<file path="config.mk">
export PLATFORM = sky130hd
export DESIGN_NAME = bcd2_sat_inc
export DESIGN_NICKNAME = d
export VERILOG_FILES = /design/src/rtl/mem_game_pkg.sv /design/src/rtl/bcd2_sat_inc.sv
export SDC_FILE = /design/constraint.sdc
export NUM_CORES = 1
export LEC_CHECK = 0
export CAP_MARGIN = 20
export CORE_AREA = 8 8 45 47
export DETAILED_ROUTE_END_ITERATION = 10
export DIE_AREA = 0 0 53 55
export SYNTH_ARGS = -nofsm -noshare
export SYNTH_HDL_FRONTEND = slang
export SYNTH_SLANG_ARGS = --single-unit
</file>
<file path="constraint.sdc">
create_clock -name vclk -period 3.04
set_input_delay 0.456 -clock vclk [all_inputs]
set_output_delay 0.456 -clock vclk [all_outputs]
set_load 0.005 [all_outputs]
</file>
<file path="src/rtl/mem_game_pkg.sv">
// Shared types for the memory tester game: checker states, digits and BCD score.
// Used by seq_checker and its optional BCD score incrementer.
package mem_game_pkg;

  localparam int MAX_SEQ_DEF = 8;
  localparam int PTR_W       = 4;

  typedef logic [3:0]       digit_t;
  typedef logic [7:0]       bcd2_t;
  typedef logic [PTR_W-1:0] ptr_t;

  typedef enum logic [2:0] {
    S_IDLE,
    S_CAPTURE,
    S_ENTRY,
    S_WIN,
    S_LOSE
  } chk_state_t;

  function automatic logic bcd_top(input digit_t d);
    return d >= 4'd9;
  endfunction

endpackage

</file>
<file path="src/rtl/bcd2_sat_inc.sv">
// Two-digit packed BCD incrementer that saturates at 99.
// Only built when the score feature is enabled in seq_checker.
module bcd2_sat_inc
  import mem_game_pkg::*;
(
  input  bcd2_t a,
  output bcd2_t y
);

  always_comb begin
    y = a;
    if (bcd_top(a[3:0]) && bcd_top(a[7:4])) begin
      y = 8'h99;
    end else if (bcd_top(a[3:0])) begin
      y[3:0] = 4'd0;
      y[7:4] = a[7:4] + 4'd1;
    end else begin
      y[3:0] = a[3:0] + 4'd1;
    end
  end

endmodule

</file>
# ---- Word level (Yosys, flattened, before mapping)
# Cells that the tools add are included.
dict set report op_classes {
  n_addsub 2
  order_cmp 2
  muxes 3
  reduce_logical 1
}
# cell n
set ops {}
lappend ops {{$add 4x1->4 const B} 2}
lappend ops {{$ge 4x4->1 const B} 2}
lappend ops {{$mux 4} 2}
lappend ops {{$mux 8} 1}
lappend ops {{$logic_and 1x1->1} 1}
dict set report totals {
  register_bits 0
  inputBits 8
  wordCells 8
}

# ---- Depth between registers and ports, before layout
dict set report logic_depth {
  word_depth 3
  depth_mapped 5
  mapped_depth_nobuf 5
}

# ---- Least setup slack after synthesis
# No wires, ideal clock.
dict set report synth_timing {
  path_kind {input -> output}
  start {input a[5]}
  end {output y[5]}
  arrival_time_ns 1.505
  t_required_ns 2.584
  path_slack_ns 1.079
  path_stages 5
  n_path_buf 0
  cell_sequence {inv_1 > ha_1 > or3b_4 > a211oi_2 > a22o_1}
}
dict set report synth_via {
  elab_chain_len 3
  word_cells_on_any_way 5
  classes_between {add/sub (1); order compare (1); mux (2); reduce/logical (1)}
}
# element line
set synth_rtl {}
lappend synth_rtl {{start, declared} bcd2_sat_inc.sv:6} ;# input bcd2_t a,
lappend synth_rtl {{$add 4x1->4 or $ge 4x4->1 (tied branches)} {bcd2_sat_inc.sv:16, mem_game_pkg.sv:21}}
lappend synth_rtl {{$mux 4 or $logic_and 1x1->1 (tied branches)} {bcd2_sat_inc.sv:14, bcd2_sat_inc.sv:12}}
lappend synth_rtl {{$mux 8 *} bcd2_sat_inc.sv:12} ;# if (bcd_top(a[3:0]) && bcd_top(a[7:4])) begin
lappend synth_rtl {{end, declared} bcd2_sat_inc.sv:7} ;# output bcd2_t y
# Mark *: on every way between the ends. The rest lies on a longest branch, timed or not.

# ---- Worst setup path after layout
dict set report layout_timing {
  start {input a[4]}
  end {output y[5]}
}
# The elaborated chain is that of the path after synthesis.

==> metrics.yaml <==
power:
  power_frac_clock: 0
  cellPowerDensity_nw_per_um2: 137
  power.combinational.fraction: 1.000
  irDropWorstVdd_v: 0.0000441
  netSwitchingFraction: 0.387
  power.sequential.fraction: 0
  cell_internal_pwr_mw: 0.0377
  power.net_switching_mw: 0.0238
  static-leakage-power_nw: 0.187
setup_path:
  timing.critical_path.required_ps: 2580
  critical_path.startpoint_type: "primary input"
  critical_path.endpoint_type: "output pin"
  crit_path_cells: "clkdlybuf4s50_1 -> ha_1 -> or3b_4 -> a211oi_4 -> a22o_1 -> clkdlybuf4s50_1"
  worstPathMaxFanout: 4
  setup.worst_path.class: "in -> out"
  cpMaxStageDelayCell: "sky130_fd_sc_hd__clkdlybuf4s50_1"
  critPathMaxStageDelay_ps: 490
  cp_data_arrival_time_ps: 2490
  cp_common_cell: "sky130_fd_sc_hd__clkdlybuf4s50_1"
cells_and_area:
  design.final.nets: 67
  area.sequential_um2: 0
  fill_cells: 153
  multi_input_area_um2: 235
  drive_gt1_frac: 0.118
  synth_to_final_area_change_pct: 86.0
  mostFrequentLayoutCell: "sky130_fd_sc_hd__clkdlybuf4s50_1"
  clk_buf_instances: 0
  final_cell_mix: "sky130_fd_sc_hd__clkdlybuf4s50_1, sky130_fd_sc_hd__ha_1, sky130_fd_sc_hd__inv_1, sky130_fd_sc_hd__nand3_1, sky130_fd_sc_hd__a21oi_1"
  antenna-diode-count: 0
  layout.sequential_cells: 0
route:
  topRoutingLayerUsed: "met3"
  starting_drt_drc_count: 2
  wl_um: 724
  detail-route-antenna-nets: 0
  met3_wire_len_um: 50
  dr_wl_met2_um: 335
  detailed_route_via_count: 305
  route.detailed.wl_per_inst_um: 10.8
  wl_met1_um: 337
  detailedRoute.firstPassIterationCount: 2
  viasPerCell: 4.55
  drt_drc_violations_left: 0
yosys:
  yosys.cell_types.count: 17
  net_count_of_the_mapped_netlist: 47
  post_synth.cell_area_avg_um2: 7.32
  post_synth_inst_count: 33
  synthesis.yosys.warnings: 0
  yosysSeqAreaShare: 0
  synth_area_um2: 241
die:
  core_area_um2: 1380
  dieArea_um2: 2920
  initial_utilization: 0.175
  top_level_ports: 16
  vertical_die_dimension_um: 55
  fp-row-count: 14
  chipWidth_um: 53
timing:
  fmaxAchievable_ghz: 0.340
  setup_violations: 0
  final.hold.worst_slack_ps: 1960
  hold_violations: 0
  totalNegativeSetupSlack_ps: 0
  timing.final.crit_share: 0.968
  minimum_clock_period_after_layout_ps: 2940
  max_slew.worst_pin.slew_ps: 272
  unrepaired_setup_endpoints_after_global_routing: "no"
  slew-limit-headroom: 0.818
  number_of_pins_exceeding_their_max_slew_limit_in_the_final_report: 0
global_route:
  global_route.overflow_total: 0
  via_count_of_the_first_global_routing_pass: 293
  antenna_found_initial: 0
  groute.usage.overall: 0.0480
  grt_start_max_net_pins: 7
  grt_first_pass_wirelength_um: 1180
placement:
  port_buffers: 16
  gp_congestion: 0.676
  detailedPlacementHpwl_um: 623
flow_run:
  max_cap_violations: 0
status:
  outcome: "finished, final reports clean"
min_path:
  min_path_type: "in -> out"
-- final timing paths --
path              startpoint   end  slack [ps]  cells after the start
setup / recovery        a[4]  y[5]         100                      6
hold / removal          a[1]  y[3]        1960                      4
-- Yosys cell counts --
master | count | area [um^2]
sky130_fd_sc_hd__a211oi_2 | 1 | 12.5
sky130_fd_sc_hd__a21oi_1 | 3 | 15.0
sky130_fd_sc_hd__a22o_1 | 1 | 8.76
sky130_fd_sc_hd__a41oi_1 | 1 | 8.76
sky130_fd_sc_hd__and2_1 | 1 | 6.26
sky130_fd_sc_hd__ha_1 | 6 | 75.1
sky130_fd_sc_hd__inv_1 | 5 | 18.8
sky130_fd_sc_hd__nand2_1 | 1 | 3.75
sky130_fd_sc_hd__nand3_1 | 4 | 20.0
sky130_fd_sc_hd__nor2_1 | 1 | 3.75
sky130_fd_sc_hd__nor3b_1 | 2 | 15.0
sky130_fd_sc_hd__o211ai_1 | 1 | 7.51
sky130_fd_sc_hd__o21ai_0 | 2 | 10.0
sky130_fd_sc_hd__o21bai_1 | 1 | 7.51
sky130_fd_sc_hd__or3b_1 | 1 | 8.76
sky130_fd_sc_hd__or3b_4 | 1 | 11.3
sky130_fd_sc_hd__xnor2_1 | 1 | 8.76
-- per-stage QoR --
stage	total power [mW]	setup slack [ps]	area, um^2	std cells	util
after detailed placement	0.0602	55.2	437	67	0.316
final	0.0615	98.6	449	67	0.325
after global placement	0.0597	61.8	437	67	0.316
after CTS	0.0607	45.9	437	67	0.316
after floorplan	0.0214	1080	241	33	-
after global routing	0.0678	2.21	449	67	0.325
-- layer usage --
| layer | up-vias | GRT usage |
|---|---|---|
| met3 | 0 | 0.00802 |
| li1 | 157 | - |
| met5 | - | 0 |
| met2 | 10 | 0.0898 |
| met1 | 138 | 0.0588 |
| met4 | 0 | 0 |
-- worst max-delay path, delay by kind of cell --
family | cells | cell delay, ps
buffers and inverters | 2 | 970
adder cells (fa/ha/maj) | 1 | 230
AO/OA/AOI/OAI | 2 | 410
AND/OR/NAND/NOR | 1 | 410
-- power groups by stage --
stage                     clock (mW)  sequential (mW)  combinational, mW
after CTS                          0                0             0.0607
after detailed placement           0                0             0.0602
after global placement             0                0             0.0597
final                              0                0             0.0615
after global routing               0                0             0.0678
after floorplan                    0                0             0.0214
-- cells by family after synthesis --
family,share of synthesized area
compound gates,0.290
xor+xnor,0.0363
fa+ha+maj,0.311
buf+inv,0.0777
simple gates,0.285
-- repair_timing --
item | 4_1_cts | 5_1_grt
hold buffers | 0 | 0
endpoints found under the setup margin | 0 | 3
buffers inserted | 0 | 0
resized for setup | 0 | 3
-- cell type report --
| type | instances | share of cell area |
|---|---|---|
| repair buffers | 18 | 0.390 |
| inverters | 5 | 0.0418 |
| multi-input cells | 28 | 0.524 |
| well taps | 16 | 0.0446 |
Note: power is estimated with default switching activity, not from simulation.
